<file path="src/rtl/hex_word_serializer_if.sv">
// Handshake bundle for hex_word_serializer: word input stream and ASCII character output stream.
interface hex_word_serializer_if #(
   parameter int WIDTH = 32
);
   logic             in_valid;
   logic             in_ready;
   logic [WIDTH-1:0] in_data;
   logic             out_valid;
   logic             out_ready;
   logic [7:0]       out_char;

   modport master (
      output in_valid, in_data, out_ready,
      input  in_ready, out_valid, out_char
   );

   modport slave (
      input  in_valid, in_data, out_ready,
      output in_ready, out_valid, out_char
   );
endinterface

</file>
<file path="src/rtl/hex_word_serializer.sv">
// Prints a WIDTH-bit word as uppercase hex ASCII, MS nibble first, followed by a terminator.
// HEX_WORD_SERIALIZER_CRLF_EN: terminator is CR,LF instead of a single space.
module hex_word_serializer #(
   parameter int WIDTH = 32
) (
   input  logic                 clock,
   input  logic                 reset_n,
   hex_word_serializer_if.slave bus,
   output logic                 busy
);
   localparam int NIB = WIDTH / 4;
   localparam int CW  = (NIB > 1) ? $clog2(NIB) : 1;

   typedef enum logic [1:0] {IDLE = 2'd0, DIGIT = 2'd1, TERM = 2'd2} state_t;

   state_t           state_q, state_d;
   logic [WIDTH-1:0] word_q, word_d;
   logic [CW-1:0]    cnt_q, cnt_d;
   logic [3:0]       nib;
`ifdef HEX_WORD_SERIALIZER_CRLF_EN
   logic             sub_q, sub_d;
`endif

   always_ff @(posedge clock or negedge reset_n) begin
      if (!reset_n) begin
         state_q <= IDLE;
         word_q  <= '0;
         cnt_q   <= '0;
`ifdef HEX_WORD_SERIALIZER_CRLF_EN
         sub_q   <= 1'b0;
`endif
      end else begin
         state_q <= state_d;
         word_q  <= word_d;
         cnt_q   <= cnt_d;
`ifdef HEX_WORD_SERIALIZER_CRLF_EN
         sub_q   <= sub_d;
`endif
      end
   end

   always_comb begin
      state_d = state_q;
      word_d  = word_q;
      cnt_d   = cnt_q;
`ifdef HEX_WORD_SERIALIZER_CRLF_EN
      sub_d   = sub_q;
`endif
      case (state_q)
         IDLE: begin
            if (bus.in_valid) begin
               word_d  = bus.in_data;
               cnt_d   = CW'(NIB - 1);
               state_d = DIGIT;
            end
         end
         DIGIT: begin
            if (bus.out_ready) begin
               if (cnt_q == '0) begin
                  state_d = TERM;
               end else begin
                  word_d = word_q << 4;
                  cnt_d  = cnt_q - 1'b1;
               end
            end
         end
         TERM: begin
            if (bus.out_ready) begin
`ifdef HEX_WORD_SERIALIZER_CRLF_EN
               // sub_q=0 -> CR pending, sub_q=1 -> LF pending
               if (sub_q) begin
                  sub_d   = 1'b0;
                  state_d = IDLE;
               end else begin
                  sub_d = 1'b1;
               end
`else
               state_d = IDLE;
`endif
            end
         end
         default: state_d = IDLE;
      endcase
   end

   // Outputs decode registered state only, so nothing ripples from inputs.
   assign nib = word_q[WIDTH-1 -: 4];

   always_comb begin
      bus.in_ready  = 1'b0;
      bus.out_valid = 1'b0;
      bus.out_char  = 8'h00;
      busy          = 1'b1;
      case (state_q)
         IDLE: begin
            bus.in_ready = 1'b1;
            busy         = 1'b0;
         end
         DIGIT: begin
            bus.out_valid = 1'b1;
            bus.out_char  = (nib < 4'd10) ? (8'h30 + {4'h0, nib}) : (8'h37 + {4'h0, nib});
         end
         TERM: begin
            bus.out_valid = 1'b1;
`ifdef HEX_WORD_SERIALIZER_CRLF_EN
            bus.out_char  = sub_q ? 8'h0A : 8'h0D;
`else
            bus.out_char  = 8'h20;
`endif
         end
         default: busy = 1'b1;
      endcase
   end
endmodule

</file>
<file path="src/flat_wrapper.sv">
// flat-port wrapper written by rule: the top's interface ports become plain ports
module hex_word_serializer_flat 
#(
   parameter int WIDTH = 32
)
  (clock, reset_n, busy, bus_in_valid, bus_in_data, bus_out_ready, bus_in_ready, bus_out_valid, bus_out_char);
  hex_word_serializer_if #(.WIDTH(WIDTH)) bus_i ();
  input  logic clock;
  input  logic reset_n;
  output logic busy;
  input wire logic [$bits(bus_i.in_valid)-1:0] bus_in_valid;
  input wire logic [$bits(bus_i.in_data)-1:0] bus_in_data;
  input wire logic [$bits(bus_i.out_ready)-1:0] bus_out_ready;
  output wire logic [$bits(bus_i.in_ready)-1:0] bus_in_ready;
  output wire logic [$bits(bus_i.out_valid)-1:0] bus_out_valid;
  output wire logic [$bits(bus_i.out_char)-1:0] bus_out_char;
  assign bus_i.in_valid = bus_in_valid;
  assign bus_i.in_data = bus_in_data;
  assign bus_i.out_ready = bus_out_ready;
  assign bus_in_ready = bus_i.in_ready;
  assign bus_out_valid = bus_i.out_valid;
  assign bus_out_char = bus_i.out_char;
  hex_word_serializer #(.WIDTH(WIDTH)) u_core (.clock(clock), .reset_n(reset_n), .bus(bus_i), .busy(busy));
endmodule
</file>
<file path="config.mk">
export PLATFORM = sky130hd
export DESIGN_NAME = hex_word_serializer_flat
export DESIGN_NICKNAME = d
export VERILOG_FILES = /design/src/rtl/hex_word_serializer_if.sv /design/src/rtl/hex_word_serializer.sv /design/src/flat_wrapper.sv
export SDC_FILE = /design/constraint.sdc
export NUM_CORES = 1
export LEC_CHECK = 0
export BUFFER_PORTS_ARGS = -buffer_cell sky130_fd_sc_hd__buf_2
export CAP_MARGIN = 20
export CORE_AREA = 5 5 57 109
export DETAILED_ROUTE_END_ITERATION = 8
export DIE_AREA = 0 0 62 114
export PLACE_DENSITY = 0.65
export SYNTH_ARGS = -nofsm -noshare
export SYNTH_HDL_FRONTEND = slang
export SYNTH_SLANG_ARGS = --single-unit
export TNS_END_PERCENT = 1
</file>
<file path="constraint.sdc">
create_clock -name clock -period 2.01 [get_ports clock]
set_clock_uncertainty 0.2 [all_clocks]
set_input_delay 0.402 -clock clock [delete_from_list [all_inputs] [get_ports clock]]
set_output_delay 0.402 -clock clock [all_outputs]
set_load 0.02 [all_outputs]
</file>
# Yosys cells after proc, flatten, opt, wreduce, memory -nomap -nowiden
# Index checks and enable logic that the tools add are counted.
# totals
output_inout_bits	11
reg_bits	37
elab_cells	38
latchBits	0
ram_bits	0
memories	0
romBits	0
# classes
addsub	3
multipliers	0
eq_ne	7
bitwise	0
div_mod_pow	0
mux	18
n_reduce_logical	6
order_cmp	1
shift	0
# op_table
operator	count
32-bit two-way mux	3
32-bit case mux with 2 select lines	1
8-bit case mux with 2 select lines	1
6-bit by 4-bit adder with 7-bit output (first input constant)	2
3-bit two-way mux	3
2-bit two-way mux	4
8-bit two-way mux	1
2-bit inequality test (second input constant)	4
4-bit AND reduction	2
2-bit case mux with 3 select lines	1
3-bit case mux with 2 select lines	1
4-bit < comparator (second input constant)	1
3-bit logical NOT	1
1-bit two-way mux	3
3-bit by 1-bit subtractor with 3-bit output (second input constant)	1
2-bit by 1-bit == test with 1-bit output (second input constant)	1
2-bit == test (second input constant)	1
2-bit logical NOT	1
2-bit by 1-bit inequality test with 1-bit output (second input constant)	1
2-bit nonzero test	1
2-bit OR reduction	1

# Longest topological paths before layout
# Gate-level depths: netlist of run 1.
# logic_depth
depth_word	4
mapped_depth	7

# Least setup slack after synthesis of run 1
# Ideal clock, no wire load.
# synth_timing
path_kind	register -> output
start	reg u_core.state_q[1]
end	out bus_out_char[3]
n_path_buf	2
stages_incl_launch_ff	7
required_time_ns	1.408
slack_ns	-0.422
arrival_time_ns	1.830
path_cell_list	dfrtp_1 -> inv_1 -> ha_1 -> buf_2 -> buf_2 -> nand2_1 -> nor4b_1
# synth_between
elab_chain_cells	2
# synth_lines
element	line	rtl
start: declaration	hex_word_serializer.sv:16	state_t state_q, state_d;
start signal: assignment	hex_word_serializer.sv:33	state_q <= state_d;
2-bit == test or 2-bit by 1-bit == test with 1-bit output (tied branches)	hex_word_serializer.sv:94	case (state_q)
8-bit case mux with 2 select lines (*)	hex_word_serializer.sv:94	
end: declaration	flat_wrapper.sv:16	output wire logic [$bits(bus_i.out_char)-1:0] bus_out_char;
# Mark *: on every way between the ends. The rest lies on a longest branch, timed or not.

# Worst setup path in the final report of run 1
# layout_timing
start	reg u_core.word_q[29]
end	out bus_out_char[2]
# layout_between
elab_chain_cells	3
# layout_lines
element	line	rtl
start: declaration	hex_word_serializer.sv:17	logic [WIDTH-1:0] word_q, word_d;
start signal: assignment	hex_word_serializer.sv:34	word_q <= word_d;
6-bit by 4-bit adder with 7-bit output or 4-bit < comparator (tied branches)	hex_word_serializer.sv:101	bus.out_char = (nib < 4'd10) ? (8'h30 + {4'h0, nib}) : (8'h37 + {4'h0, nib});
8-bit two-way mux (*)	hex_word_serializer.sv:101	
8-bit case mux with 2 select lines (*)	hex_word_serializer.sv:94	
# Marks and branches as above.

==> results of run 1 <==
-- area by class of cell --
class | count | area (µm²)
Multi-Input combinational cell | 104 | 1160
Inverter | 12 | 45.0
Clock buffer | 6 | 72.6
Timing Repair Buffer | 66 | 435
Fill cell | 485 | 2600
Tap cell | 60 | 75.1
Clock inverter | 2 | 10.0
Sequential cell | 37 | 926
-- power by group --
group	leakage [µW]	internal, µW	total [µW]	switching, µW
combinational	0.000786	1650	2840	1190
sequential	0.000435	1110	1330	222
clock	0.0000450	240	496	256
total	0.00127	3000	4670	1670
-- per-stage QoR --
step / util (%) / setup TNS [ps]
finish: 51.2 / -681
global route: 51.2 / -4400
global placement: 47.0 / 0
CTS: 50.2 / -1110
floorplan: - / -1370
detailed placement: 47.0 / -365
-- critical path, cell delays in order (launching register included) --
cell                      delay (ps)
sky130_fd_sc_hd__dfrtp_1         390
sky130_fd_sc_hd__inv_2            80
sky130_fd_sc_hd__ha_4            130
sky130_fd_sc_hd__nand2_2          50
sky130_fd_sc_hd__or3_4           340
sky130_fd_sc_hd__a21oi_2         160
sky130_fd_sc_hd__buf_6           130
-- state kept, by name, indices dropped and copies added (netlist names) --
| name | cells |
|---|---|
| u_core.word_q | 32 |
| u_core.cnt_q | 3 |
| u_core.state_q | 2 |
-- what timing repair did --
item	4_1_cts	5_1_grt
setup buffers	3	2
resized for setup	13	10
hold buffers	1	0
pin swaps	3	4
setup endpoints to repair	36	40
hold endpoints to repair	26	0
-- worst max path at each step --
stage                     cells past startpoint                            end
after floorplan                               7    u_core.cnt_q[2]$_DFFE_PN0P_
after global placement                        7  u_core.word_q[14]$_DFFE_PN0P_
after detailed placement                      7  u_core.word_q[15]$_DFFE_PN0P_
after CTS                                     6                bus_out_char[2]
after global routing                          6                bus_out_char[2]
final                                         6                bus_out_char[2]
-- routing by layer --
metal | track usage, % | part of all wire, %
met4 | 5.67 | 1.7
met3 | 3.28 | 7.0
met1 | 16.9 | 42
met2 | 20.0 | 49
met5 | 0 | 0
-- placed cells by master, fill, tap and decap left out, types with 5 or more instances in the layout --
cell type and n:
sky130_fd_sc_hd__mux2_4 15, sky130_fd_sc_hd__inv_1 8, sky130_fd_sc_hd__clkbuf_8 5, sky130_fd_sc_hd__dfrtp_1 37, sky130_fd_sc_hd__mux2_2 31, sky130_fd_sc_hd__buf_2 41
sky130_fd_sc_hd__nor2b_1 5, sky130_fd_sc_hd__mux2_1 11, sky130_fd_sc_hd__buf_4 18, sky130_fd_sc_hd__o21ai_0 6
-- kinds of logic after synthesis --
kind of cell | count (synthesis) | synth area share, %
simple gates | 22 | 6.28
other cells | 1 | 0.186
fa+ha+maj | 7 | 4.35
compound gates | 12 | 3.98
flops | 37 | 46.0
buf+inv | 21 | 4.85
mux | 61 | 33.9
xor+xnor | 1 | 0.435
==> report_table.html, run 1 <==
<table>
<tr><th>Metric</th><th>Value</th></tr>
<tr><th colspan="2">Finish</th></tr>
<tr><td>Net count, final</td><td>269</td></tr>
<tr><td>Antenna diode count</td><td>0</td></tr>
<tr><td>Layout Area Growth over Synthesis</td><td>35.6%</td></tr>
<tr><td>Filler-free cell count of the finished design</td><td>287</td></tr>
<tr><td>Fraction of layout instances using a drive strength above 1</td><td>about three fifths</td></tr>
<tr><td>Area of all placed cells without fillers</td><td>2730 µm²</td></tr>
<tr><th colspan="2">GRT</th></tr>
<tr><td>Total congestion overflow after global routing</td><td>0</td></tr>
<tr><td>GR Util All Layers</td><td>13.0%</td></tr>
<tr><td>Number of antenna violations at the first check in global routing</td><td>0</td></tr>
<tr><td>First-pass GRT wire length</td><td>6.80 mm</td></tr>
<tr><td>Pin count of the biggest net entering global routing</td><td>29</td></tr>
<tr><td>Via count of the first global-routing pass</td><td>1424</td></tr>
<tr><th colspan="2">Yosys</th></tr>
<tr><td>Cell Area, Synth</td><td>around 2000 µm²</td></tr>
<tr><td>Average size of a mapped cell</td><td>12.4 µm²</td></tr>
<tr><td>Syn_nets</td><td>about 210</td></tr>
<tr><td>Share of synthesized flip-flops with an asynchronous set or reset</td><td>100%</td></tr>
<tr><td>Synth top cells by count</td><td>38 x sky130_fd_sc_hd__mux2_2, 37 x sky130_fd_sc_hd__dfrtp_1, 19 x sky130_fd_sc_hd__mux2_1</td></tr>
<tr><td>Sequential area share after synthesis</td><td>about 46%</td></tr>
<tr><td>Cell accounting for the most synthesized area</td><td>sky130_fd_sc_hd__dfrtp_1</td></tr>
<tr><td>Proportion of netlist area held by the largest area contributor</td><td>46.0%</td></tr>
<tr><td>Cell with the most instances after synthesis</td><td>sky130_fd_sc_hd__mux2_2</td></tr>
<tr><td>Warnings, synthesis</td><td>0</td></tr>
<tr><td>Number of different library cells in the post-synthesis netlist</td><td>24</td></tr>
<tr><td>Number of storage elements in the synthesis netlist</td><td>37</td></tr>
<tr><td>Synth area leaders</td><td>sky130_fd_sc_hd__dfrtp_1 46%, sky130_fd_sc_hd__mux2_2 21%, sky130_fd_sc_hd__mux2_1 11%</td></tr>
<tr><td>Post-synth EDFFs</td><td>0</td></tr>
<tr><td>Most instantiated flip-flop cell in the synthesis netlist</td><td>sky130_fd_sc_hd__dfrtp_1</td></tr>
<tr><td>Synth Instances</td><td>roughly 160</td></tr>
<tr><th colspan="2">Place</th></tr>
<tr><td>Worst setup slack before clock tree synthesis</td><td>-41.4 ps</td></tr>
<tr><td>Final weighted congestion in routability-driven placement</td><td>0.742</td></tr>
<tr><td>DP Area</td><td>between 2000 and 3000 µm²</td></tr>
<tr><td>Count of input and output buffers</td><td>45</td></tr>
<tr><td>Final HPWL DP</td><td>3.05 mm</td></tr>
<tr><td>Placed Instances</td><td>273</td></tr>
<tr><th colspan="2">Pwr</th></tr>
<tr><td>Cell leakage power</td><td>0.00127 µW</td></tr>
<tr><td>Pwr/cell area</td><td>1710 nW/µm²</td></tr>
<tr><td>Design Power</td><td>4670 µW</td></tr>
<tr><td>Worst supply voltage drop on vdd</td><td>1.48 mV</td></tr>
<tr><th colspan="2">Timing</th></tr>
<tr><td>Final setup margin</td><td>-149 ps</td></tr>
<tr><td>Max_slew headroom</td><td>between 50% and 60%</td></tr>
<tr><td>Final number of setup-violating endpoints</td><td>14</td></tr>
<tr><td>Portion of the clock cycle consumed by the worst path in the final layout</td><td>107%</td></tr>
<tr><td>Count of final max-slew check failures</td><td>0</td></tr>
<tr><td>Unrepaired setup endpoints after global routing</td><td>yes</td></tr>
<tr><td>Top achievable clock speed</td><td>0.463 GHz</td></tr>
<tr><td>Hold Fails Final Rpt</td><td>0</td></tr>
<tr><td>Transition time at the pin with the least slew margin</td><td>between 600 and 700 ps</td></tr>
<tr><td>Time the worst path needs with I/O delays and setup</td><td>2160 ps</td></tr>
<tr><td>Smallest hold slack</td><td>around 190 ps</td></tr>
<tr><th colspan="2">Status</th></tr>
<tr><td>Failing checks</td><td>setup timing</td></tr>
<tr><td>Outcome</td><td>complete, but fails checks</td></tr>
<tr><th colspan="2">Die</th></tr>
<tr><td>Initial Util</td><td>between 30 and 40%</td></tr>
<tr><td>Core box area</td><td>~5300 µm²</td></tr>
<tr><td>Die boundary height</td><td>approximately 110 µm</td></tr>
<tr><td>Std-Cell Rows</td><td>38</td></tr>
<tr><td>Number of I/O pins</td><td>47</td></tr>
<tr><td>Horiz. Die Dim</td><td>62 µm</td></tr>
<tr><td>Die outline area</td><td>a little over 7000 µm²</td></tr>
<tr><th colspan="2">Critical path</th></tr>
<tr><td>Worst-path fanout max</td><td>2</td></tr>
<tr><td>Setup slack of the most critical reg-to-reg path</td><td>-40 ps</td></tr>
<tr><td>Setup Crit Path Kind</td><td>flop to output port</td></tr>
<tr><td>Data arrival, critical path</td><td>approximately 1600 ps</td></tr>
<tr><td>Nature of the critical path startpoint</td><td>flop</td></tr>
<tr><td>Req. time, crit path</td><td>1410 ps</td></tr>
<tr><td>CP Capture Type</td><td>output port</td></tr>
<tr><td>Critical Path Start</td><td>u_core.word_q[29]$_DFFE_PN0P_</td></tr>
<tr><td>Reg-to-Reg Start</td><td>u_core.cnt_q[1]$_DFFE_PN0P_</td></tr>
<tr><td>R2R Path End</td><td>u_core.word_q[15]$_DFFE_PN0P_</td></tr>
<tr><td>Worst-case reg-to-reg path depth</td><td>7</td></tr>
<tr><th colspan="2">Clock tree</th></tr>
<tr><td>CTS root buf</td><td>sky130_fd_sc_hd__clkbuf_8</td></tr>
<tr><td>H-tree levels</td><td>2</td></tr>
<tr><td>CTS sink count</td><td>37</td></tr>
<tr><td>Insertion delay to the later sink of the worst-skew pair</td><td>about 290 ps</td></tr>
<tr><td>CTS max path bufs</td><td>2</td></tr>
<tr><td>Clock-pin slew reported for the worst setup and hold paths after clock tree synthesis</td><td>70 ps</td></tr>
<tr><td>Number of CTS-inserted buffers</td><td>5</td></tr>
<tr><td>Clock tree from TritonCTS</td><td>done</td></tr>
<tr><th colspan="2">Route</th></tr>
<tr><td>Average wire length per cell after detail routing</td><td>14.4 µm</td></tr>
<tr><td>First-iteration detailed-routing DRC count</td><td>38</td></tr>
<tr><td>Drt first pass iters</td><td>4</td></tr>
<tr><td>Average vias per placed instance</td><td>roughly 4.9</td></tr>
<tr><td>DRC violations left</td><td>0</td></tr>
<tr><td>Total Wirelength</td><td>4.12 mm</td></tr>
<tr><td>Via count of the routed design</td><td>~1.4k</td></tr>
<tr><td>Number of antenna-violating nets in the routed design</td><td>0</td></tr>
<tr><th colspan="2">Run</th></tr>
<tr><td>Max_cap viols</td><td>0</td></tr>
<tr><th colspan="2">Min path</th></tr>
<tr><td>Endpoint of the worst hold-timing path</td><td>u_core.word_q[0]$_DFFE_PN0P_</td></tr>
<tr><td>Hold Path Origin</td><td>bus_in_data[0]</td></tr>
<tr><td>Cell count of the worst hold path</td><td>3</td></tr>
<tr><td>Class of the tightest hold or removal check</td><td>input port to flop</td></tr>
</table>
(Power assumes the default switching activity.)
==> run 2: changes to the inputs <==
--- a/config.mk
+++ b/config.mk
@@ -11,6 +11,7 @@
 export DETAILED_ROUTE_END_ITERATION = 8
 export DIE_AREA = 0 0 62 114
 export PLACE_DENSITY = 0.65
+export RECOVER_POWER = 25
 export SYNTH_ARGS = -nofsm -noshare
 export SYNTH_HDL_FRONTEND = slang
 export SYNTH_SLANG_ARGS = --single-unit
==> run 2 against run 1 <==
- the flow still finishes with violations (setup timing)
- via count unchanged
- critical endpoint unchanged
- highest routed layer unchanged
- total power about the same
- non-clock buffer count stayed put
- critical path type unchanged
- final area unchanged
- core utilization did not move
- combinational power is essentially flat
- setup slack is the same
==> report_table.html, run 2 (synthesized netlist as in run 1, its figures left out) <==
<table>
<tr><th>Metric</th><th>Value</th></tr>
<tr><th colspan="2">Pwr</th></tr>
<tr><td>Fraction of power spent switching nets</td><td>35.7% (about the same)</td></tr>
<tr><td>Pwr/cell area</td><td>1710 nW/µm² (about the same)</td></tr>
<tr><td>Cell leakage power</td><td>0.00127 µW (about the same)</td></tr>
<tr><td>Share of power burned in registers</td><td>28.6% (about the same)</td></tr>
<tr><td>Net switching power of the design</td><td>1670 µW (about the same)</td></tr>
<tr><td>Clock group share of total power</td><td>10.6% (about the same)</td></tr>
<tr><td>Comb pwr share</td><td>60.8% (about the same)</td></tr>
<tr><td>Worst supply voltage drop on vdd</td><td>1.48 mV (unchanged)</td></tr>
<tr><td>Internal power</td><td>3000 µW (about the same)</td></tr>
<tr><th colspan="2">Critical path</th></tr>
<tr><td>Setup Crit Path Kind</td><td>flop to output port (unchanged)</td></tr>
<tr><td>Worst-path fanout max</td><td>2 (unchanged)</td></tr>
<tr><td>CP Capture Type</td><td>output port (unchanged)</td></tr>
<tr><td>Data arrival, critical path</td><td>1560 ps (about the same)</td></tr>
<tr><td>Req. time, crit path</td><td>1410 ps (about the same)</td></tr>
<tr><td>Nature of the critical path startpoint</td><td>flop (unchanged)</td></tr>
<tr><th colspan="2">Timing</th></tr>
<tr><td>Transition time at the pin with the least slew margin</td><td>684 ps (was 615 ps)</td></tr>
<tr><td>Time the worst path needs with I/O delays and setup</td><td>2160 ps (unchanged)</td></tr>
<tr><td>Top achievable clock speed</td><td>0.463 GHz (unchanged)</td></tr>
<tr><td>Final number of setup-violating endpoints</td><td>14 (unchanged)</td></tr>
<tr><td>Hold Fails Final Rpt</td><td>0 (unchanged)</td></tr>
<tr><td>Count of final max-slew check failures</td><td>0 (unchanged)</td></tr>
<tr><td>Max_slew headroom</td><td>54.4% (was 59.0%)</td></tr>
<tr><td>Unrepaired setup endpoints after global routing</td><td>yes (unchanged)</td></tr>
<tr><td>Smallest hold slack</td><td>192 ps (unchanged)</td></tr>
<tr><td>Final setup margin</td><td>-149 ps (unchanged)</td></tr>
<tr><td>Total negative setup slack</td><td>-681 ps (unchanged)</td></tr>
<tr><td>Portion of the clock cycle consumed by the worst path in the final layout</td><td>107% (unchanged)</td></tr>
<tr><th colspan="2">Place</th></tr>
<tr><td>Final HPWL DP</td><td>3.05 mm (unchanged)</td></tr>
<tr><td>Worst setup slack before clock tree synthesis</td><td>-41.4 ps (unchanged)</td></tr>
<tr><td>Final weighted congestion in routability-driven placement</td><td>0.742 (unchanged)</td></tr>
<tr><td>Placed Instances</td><td>273 (unchanged)</td></tr>
<tr><td>Count of input and output buffers</td><td>45 (unchanged)</td></tr>
<tr><th colspan="2">Finish</th></tr>
<tr><td>Total of fill cells in the finished design</td><td>485 (unchanged)</td></tr>
<tr><td>Largest regs</td><td>u_core.word_q: 32 flops, u_core.cnt_q: 3 flops, u_core.state_q: 2 flops (unchanged)</td></tr>
<tr><td>Net count, final</td><td>269 (unchanged)</td></tr>
<tr><td>Most common cell after layout, fill and taps aside</td><td>sky130_fd_sc_hd__buf_2 (unchanged)</td></tr>
<tr><td>Top library cells by usage in the layout, fill and taps aside</td><td>40 x sky130_fd_sc_hd__buf_2, 37 x sky130_fd_sc_hd__dfrtp_1, 31 x sky130_fd_sc_hd__mux2_2 (was 41 x sky130_fd_sc_hd__buf_2, 37 x sky130_fd_sc_hd__dfrtp_1, 31 x sky130_fd_sc_hd__mux2_2)</td></tr>
<tr><td>Combined area of the multi-input logic cells</td><td>1160 µm² (unchanged)</td></tr>
<tr><td>Fraction of layout instances using a drive strength above 1</td><td>59.9% (unchanged)</td></tr>
<tr><td>Combined flip-flop and latch cell area</td><td>926 µm² (unchanged)</td></tr>
<tr><td>Layout Area Growth over Synthesis</td><td>35.6% (unchanged)</td></tr>
<tr><td>Max reg flops</td><td>32 (unchanged)</td></tr>
<tr><td>Filler-free cell count of the finished design</td><td>287 (unchanged)</td></tr>
<tr><td>Largest Register</td><td>u_core.word_q (unchanged)</td></tr>
<tr><td>Antenna diode count</td><td>0 (unchanged)</td></tr>
<tr><th colspan="2">Clock tree</th></tr>
<tr><td>Clock-pin slew reported for the worst setup and hold paths after clock tree synthesis</td><td>70 ps (about the same)</td></tr>
<tr><td>CTS sink count</td><td>37 (unchanged)</td></tr>
<tr><td>Clock tree from TritonCTS</td><td>done (unchanged)</td></tr>
<tr><td>Insertion delay to the later sink of the worst-skew pair</td><td>290 ps (about the same)</td></tr>
<tr><td>H-tree levels</td><td>2 (unchanged)</td></tr>
<tr><td>CTS max path bufs</td><td>2 (unchanged)</td></tr>
<tr><td>Number of CTS-inserted buffers</td><td>5 (unchanged)</td></tr>
<tr><td>CTS root buf</td><td>sky130_fd_sc_hd__clkbuf_8 (unchanged)</td></tr>
<tr><th colspan="2">Run</th></tr>
<tr><td>Max_cap viols</td><td>0 (unchanged)</td></tr>
<tr><th colspan="2">GRT</th></tr>
<tr><td>Number of antenna violations at the first check in global routing</td><td>0 (unchanged)</td></tr>
<tr><td>Pin count of the biggest net entering global routing</td><td>29 (unchanged)</td></tr>
<tr><td>First-pass GRT wire length</td><td>6.80 mm (unchanged)</td></tr>
<tr><td>GR Util All Layers</td><td>13.0% (unchanged)</td></tr>
<tr><td>Total congestion overflow after global routing</td><td>0 (unchanged)</td></tr>
<tr><td>Via count of the first global-routing pass</td><td>1424 (unchanged)</td></tr>
<tr><th colspan="2">Die</th></tr>
<tr><td>Die boundary height</td><td>114 µm (unchanged)</td></tr>
<tr><td>Initial Util</td><td>37.8% (unchanged)</td></tr>
<tr><td>Number of I/O pins</td><td>47 (unchanged)</td></tr>
<tr><td>Horiz. Die Dim</td><td>62 µm (unchanged)</td></tr>
<tr><td>Core box area</td><td>5330 µm² (unchanged)</td></tr>
<tr><td>Die outline area</td><td>7070 µm² (unchanged)</td></tr>
<tr><td>Std-Cell Rows</td><td>38 (unchanged)</td></tr>
<tr><th colspan="2">Route</th></tr>
<tr><td>Average vias per placed instance</td><td>4.87 (unchanged)</td></tr>
<tr><td>Via count of the routed design</td><td>1399 (unchanged)</td></tr>
<tr><td>Number of antenna-violating nets in the routed design</td><td>0 (unchanged)</td></tr>
<tr><td>Total Wirelength</td><td>4.12 mm (unchanged)</td></tr>
<tr><td>DRC violations left</td><td>0 (unchanged)</td></tr>
<tr><td>Drt first pass iters</td><td>4 (unchanged)</td></tr>
<tr><td>Average wire length per cell after detail routing</td><td>14.4 µm (unchanged)</td></tr>
<tr><td>First-iteration detailed-routing DRC count</td><td>38 (unchanged)</td></tr>
<tr><th colspan="2">Status</th></tr>
<tr><td>Outcome</td><td>complete, but fails checks (unchanged)</td></tr>
<tr><td>Failing checks</td><td>setup timing (unchanged)</td></tr>
<tr><th colspan="2">Min path</th></tr>
<tr><td>Class of the tightest hold or removal check</td><td>input port to flop (unchanged)</td></tr>
</table>
## run 2: cell count changes in the layout (fill, tap and decap cells not counted), sizes merged
cell    change
clkbuf      +1
buf         -1
## run 2: per-stage QoR
stage / utilization, % / power (µW) / instance area, µm²
finish: 51.2 / 4670 / 2730
global route: 51.2 / 5030 / 2730
CTS: 50.2 / 4580 / 2670
detailed placement: 47.0 / 3900 / 2500
global placement: 47.0 / 3830 / 2500
floorplan: - / 3290 / 2130
## run 2: cell type report
cell class,instances,share of cell area (%)
repair buffers,66,16.0
clock inverters,2,0.367
multi-input cells,104,42.7
clock buffers,6,2.66
well taps,60,2.75
inverters,12,1.65
flip-flops and latches,37,33.9
## run 2: worst max-delay path, cell delays in order, from the launching register on
cell and delay, ps:
sky130_fd_sc_hd__dfrtp_1 390, sky130_fd_sc_hd__inv_2 80, sky130_fd_sc_hd__ha_4 130, sky130_fd_sc_hd__nand2_2 50, sky130_fd_sc_hd__or3_4 340, sky130_fd_sc_hd__a21oi_2 160
sky130_fd_sc_hd__buf_6 130
## run 2: timing repair
item | 4_1_cts | 5_1_grt
pin swaps | 3 | 4
setup buffers | 3 | 2
endpoints found under the hold margin | 26 | 0
setup endpoints to repair | 36 | 40
gates resized for setup | 13 | 10
hold buffers | 1 | 0
## run 2: worst paths after layout
check,startpoint,end,slack (ps),cells after the start
max,u_core.word_q[29]$_DFFE_PN0P_,bus_out_char[2],-150,6
min,bus_in_data[0],u_core.word_q[0]$_DFFE_PN0P_,190,3
max reg2reg,u_core.cnt_q[1]$_DFFE_PN0P_,u_core.word_q[15]$_DFFE_PN0P_,-40,7
min reg2reg,u_core.word_q[27]$_DFFE_PN0P_,u_core.word_q[27]$_DFFE_PN0P_,290,1
max in group asynchronous,reset_n,u_core.word_q[12]$_DFFE_PN0P_,550,3
min in group asynchronous,reset_n,u_core.word_q[0]$_DFFE_PN0P_,490,2
## run 2: power groups by stage
stage / combinational, µW / sequential (µW) / clock [µW]
after floorplan: 2010 / 1280 / 0
after global placement: 2510 / 1320 / 0
after detailed placement: 2570 / 1330 / 0
after CTS: 2740 / 1330 / 517
after global routing: 3110 / 1370 / 548
final: 2840 / 1330 / 496
## run 2: layer usage
metal | track usage (%) | vias up | routed length [µm]
met3 | 3.28 | 5 | 288
li1 | - | 685 | -
met2 | 20.0 | 39 | 2030
met1 | 16.9 | 670 | 1730
met5 | 0 | - | 0
met4 | 5.67 | 0 | 72
==> run 3: changes to the inputs <==
--- a/config.mk
+++ b/config.mk
@@ -6,11 +6,10 @@
 export NUM_CORES = 1
 export LEC_CHECK = 0
 export BUFFER_PORTS_ARGS = -buffer_cell sky130_fd_sc_hd__buf_2
-export CAP_MARGIN = 20
-export CORE_AREA = 5 5 57 109
+export CORE_AREA = 5 5 74 83
 export DETAILED_ROUTE_END_ITERATION = 8
-export DIE_AREA = 0 0 62 114
-export PLACE_DENSITY = 0.65
+export DIE_AREA = 0 0 79 88
+export PLACE_DENSITY = 0.66
 export RECOVER_POWER = 25
 export SYNTH_ARGS = -nofsm -noshare
 export SYNTH_HDL_FRONTEND = slang
==> run 3 against run 2 <==
- the flow still finishes with violations (setup timing)
- combinational power down 4%
- setup slack better by 16 ps
- wire length down 3.9%
- non-clock buffer count down 1
==> report_table.html, run 3 (synthesized netlist as in run 1, its figures left out) <==
<table>
<tr><th>Metric</th><th>Value</th></tr>
<tr><th colspan="2">Status</th></tr>
<tr><td>Outcome</td><td>complete, but fails checks (unchanged)</td></tr>
<tr><td>Failing checks</td><td>setup timing (unchanged)</td></tr>
<tr><th colspan="2">Die</th></tr>
<tr><td>Number of I/O pins</td><td>47 (unchanged)</td></tr>
<tr><td>Initial Util</td><td>38.5% (was 37.8%)</td></tr>
<tr><td>Std-Cell Rows</td><td>28 (was 38)</td></tr>
<tr><td>Die outline area</td><td>6950 µm² (was 7070 µm²)</td></tr>
<tr><td>Die boundary height</td><td>88 µm (was 114 µm)</td></tr>
<tr><td>Horiz. Die Dim</td><td>79 µm (was 62 µm)</td></tr>
<tr><td>Core box area</td><td>5220 µm² (was 5330 µm²)</td></tr>
<tr><th colspan="2">Clock tree</th></tr>
<tr><td>CTS max path bufs</td><td>2 (unchanged)</td></tr>
<tr><td>Insertion delay to the later sink of the worst-skew pair</td><td>290 ps (about the same)</td></tr>
<tr><td>Clock tree from TritonCTS</td><td>done (unchanged)</td></tr>
<tr><td>H-tree levels</td><td>2 (unchanged)</td></tr>
<tr><td>Number of CTS-inserted buffers</td><td>5 (unchanged)</td></tr>
<tr><td>Clock-pin slew reported for the worst setup and hold paths after clock tree synthesis</td><td>70 ps (about the same)</td></tr>
<tr><td>CTS root buf</td><td>sky130_fd_sc_hd__clkbuf_8 (unchanged)</td></tr>
<tr><td>CTS sink count</td><td>37 (unchanged)</td></tr>
<tr><th colspan="2">Finish</th></tr>
<tr><td>Top library cells by usage in the layout, fill and taps aside</td><td>38 x sky130_fd_sc_hd__buf_2, 37 x sky130_fd_sc_hd__dfrtp_1, 33 x sky130_fd_sc_hd__mux2_2 (was 40 x sky130_fd_sc_hd__buf_2, 37 x sky130_fd_sc_hd__dfrtp_1, 31 x sky130_fd_sc_hd__mux2_2)</td></tr>
<tr><td>Net count, final</td><td>268 (was 269)</td></tr>
<tr><td>Antenna diode count</td><td>0 (unchanged)</td></tr>
<tr><td>Largest Register</td><td>u_core.word_q (unchanged)</td></tr>
<tr><td>Max reg flops</td><td>32 (unchanged)</td></tr>
<tr><td>Most common cell after layout, fill and taps aside</td><td>sky130_fd_sc_hd__buf_2 (unchanged)</td></tr>
<tr><td>Fraction of layout instances using a drive strength above 1</td><td>58.7% (was 59.9%)</td></tr>
<tr><td>Largest regs</td><td>u_core.word_q: 32 flops, u_core.cnt_q: 3 flops, u_core.state_q: 2 flops (unchanged)</td></tr>
<tr><td>Layout Area Growth over Synthesis</td><td>35.0% (was 35.6%)</td></tr>
<tr><th colspan="2">Route</th></tr>
<tr><td>Drt first pass iters</td><td>3 (was 4)</td></tr>
<tr><td>Average vias per placed instance</td><td>4.82 (was 4.87)</td></tr>
<tr><td>DRC violations left</td><td>0 (unchanged)</td></tr>
<tr><td>First-iteration detailed-routing DRC count</td><td>42 (was 38)</td></tr>
<tr><td>Average wire length per cell after detail routing</td><td>13.9 µm (was 14.4 µm)</td></tr>
<tr><td>Total Wirelength</td><td>3.96 mm (was 4.12 mm)</td></tr>
<tr><td>Number of antenna-violating nets in the routed design</td><td>0 (unchanged)</td></tr>
<tr><td>Via count of the routed design</td><td>1373 (was 1399)</td></tr>
<tr><th colspan="2">Timing</th></tr>
<tr><td>Count of final max-slew check failures</td><td>0 (unchanged)</td></tr>
<tr><td>Total negative setup slack</td><td>-1360 ps (was -681 ps)</td></tr>
<tr><td>Time the worst path needs with I/O delays and setup</td><td>2140 ps (was 2160 ps)</td></tr>
<tr><td>Unrepaired setup endpoints after global routing</td><td>yes (unchanged)</td></tr>
<tr><td>Portion of the clock cycle consumed by the worst path in the final layout</td><td>107% (about the same)</td></tr>
<tr><td>Hold Fails Final Rpt</td><td>0 (unchanged)</td></tr>
<tr><td>Final setup margin</td><td>-133 ps (was -149 ps)</td></tr>
<tr><td>Max_slew headroom</td><td>29.7% (was 54.4%)</td></tr>
<tr><td>Top achievable clock speed</td><td>0.467 GHz (was 0.463 GHz)</td></tr>
<tr><td>Transition time at the pin with the least slew margin</td><td>1060 ps (was 684 ps)</td></tr>
<tr><td>Final number of setup-violating endpoints</td><td>35 (was 14)</td></tr>
<tr><th colspan="2">Pwr</th></tr>
<tr><td>Cell leakage power</td><td>0.00125 µW (was 0.00127 µW)</td></tr>
<tr><td>Pwr/cell area</td><td>1690 nW/µm² (was 1710 nW/µm²)</td></tr>
<tr><td>Worst supply voltage drop on vdd</td><td>0.825 mV (was 1.48 mV)</td></tr>
<tr><td>Design Power</td><td>4580 µW (was 4670 µW)</td></tr>
<tr><th colspan="2">Critical path</th></tr>
<tr><td>Data arrival, critical path</td><td>1540 ps (was 1560 ps)</td></tr>
<tr><td>Setup Crit Path Kind</td><td>flop to output port (unchanged)</td></tr>
<tr><td>CP Capture Type</td><td>output port (unchanged)</td></tr>
<tr><td>Worst-path fanout max</td><td>2 (unchanged)</td></tr>
<tr><td>Nature of the critical path startpoint</td><td>flop (unchanged)</td></tr>
<tr><td>Req. time, crit path</td><td>1410 ps (about the same)</td></tr>
<tr><th colspan="2">GRT</th></tr>
<tr><td>Total congestion overflow after global routing</td><td>0 (unchanged)</td></tr>
<tr><td>GR Util All Layers</td><td>12.9% (was 13.0%)</td></tr>
<tr><td>Pin count of the biggest net entering global routing</td><td>30 (was 29)</td></tr>
<tr><td>First-pass GRT wire length</td><td>6.86 mm (was 6.80 mm)</td></tr>
<tr><td>Via count of the first global-routing pass</td><td>1438 (was 1424)</td></tr>
<tr><td>Number of antenna violations at the first check in global routing</td><td>0 (unchanged)</td></tr>
<tr><th colspan="2">Place</th></tr>
<tr><td>Final weighted congestion in routability-driven placement</td><td>0.714 (was 0.742)</td></tr>
<tr><td>Count of input and output buffers</td><td>45 (unchanged)</td></tr>
<tr><td>Worst setup slack before clock tree synthesis</td><td>-46.4 ps (was -41.4 ps)</td></tr>
<tr><td>Final HPWL DP</td><td>2.95 mm (was 3.05 mm)</td></tr>
<tr><th colspan="2">Min path</th></tr>
<tr><td>Class of the tightest hold or removal check</td><td>input port to flop (unchanged)</td></tr>
<tr><th colspan="2">Run</th></tr>
<tr><td>Max_cap viols</td><td>0 (unchanged)</td></tr>
</table>
run 3: cell count changes in the layout (fill, tap and decap cells not counted), moves of 2 or more:
| cell | change |
|---|---|
| sky130_fd_sc_hd__nor2_2 | +2 |
| sky130_fd_sc_hd__mux2_4 | -3 |
| sky130_fd_sc_hd__mux2_2 | +2 |
| sky130_fd_sc_hd__nor2_1 | -2 |
| sky130_fd_sc_hd__buf_6 | +2 |
| sky130_fd_sc_hd__buf_2 | -2 |
| sky130_fd_sc_hd__clkinv_2 | -2 |
run 3: critical path: stages, from the launching register on:
cell and delay [ps]:
sky130_fd_sc_hd__dfrtp_1 360, sky130_fd_sc_hd__inv_1 110, sky130_fd_sc_hd__ha_4 150, sky130_fd_sc_hd__nand2_2 50
sky130_fd_sc_hd__or3_1 320, sky130_fd_sc_hd__a21oi_2 140, sky130_fd_sc_hd__buf_6 130
run 3: power breakdown:
part / internal (µW) / total [µW] / switching [µW]
logic: 1580 / 2730 / 1150
registers: 1110 / 1330 / 218
clock network: 272 / 518 / 246
total: 2970 / 4580 / 1610
run 3: timing repair:
item	4_1_cts	5_1_grt
hold buffers	1	0
setup buffers	2	0
hold endpoints to repair	17	0
endpoints found under the setup margin	35	39
pin swaps	5	2
resized for setup	17	7
run 3: per-layer routing:
layer / global-route usage, % / vias to the layer above / share of wire (%)
met5: 0 / - / 0
met4: 5.16 / 0 / 1.7
met3: 4.22 / 6 / 4.7
met2: 20.5 / 23 / 50
met1: 16.2 / 660 / 44
li1: - / 684 / -
run 3: final timing paths:
path,cells after the start,from,slack (ps),to
min reg2reg,1,u_core.word_q[10]$_DFFE_PN0P_,280,u_core.word_q[10]$_DFFE_PN0P_
min,3,bus_in_data[3],170,u_core.word_q[3]$_DFFE_PN0P_
max reg2reg,7,u_core.cnt_q[0]$_DFFE_PN0P_,-50,u_core.word_q[11]$_DFFE_PN0P_
max in group asynchronous,3,reset_n,340,u_core.word_q[26]$_DFFE_PN0P_
min in group asynchronous,2,reset_n,620,u_core.word_q[2]$_DFFE_PN0P_
max,6,u_core.word_q[28]$_DFFE_PN0P_,-130,bus_out_char[2]
run 3: stage by stage:
stage | util (%) | hold WS, ps | instance area (µm²) | cells
final | 52.0 | 173 | 2720 | 285
after global routing | 52.0 | 182 | 2720 | 285
after CTS | 51.6 | 170 | 2690 | 285
after detailed placement | 48.3 | 178 | 2520 | 275
after global placement | 48.3 | 174 | 2520 | 275
after floorplan | - | -93.6 | 2130 | 162
run 3: layout make-up:
| class | instances | area (µm²) |
|---|---|---|
| fill | 453 | 2500 |
| sequential | 37 | 926 |
| clock buffer | 7 | 86.3 |
| timing repair buffer | 65 | 439 |
| tap | 60 | 75.1 |
| multi-input combinational | 104 | 1140 |
| inverter | 12 | 45.0 |
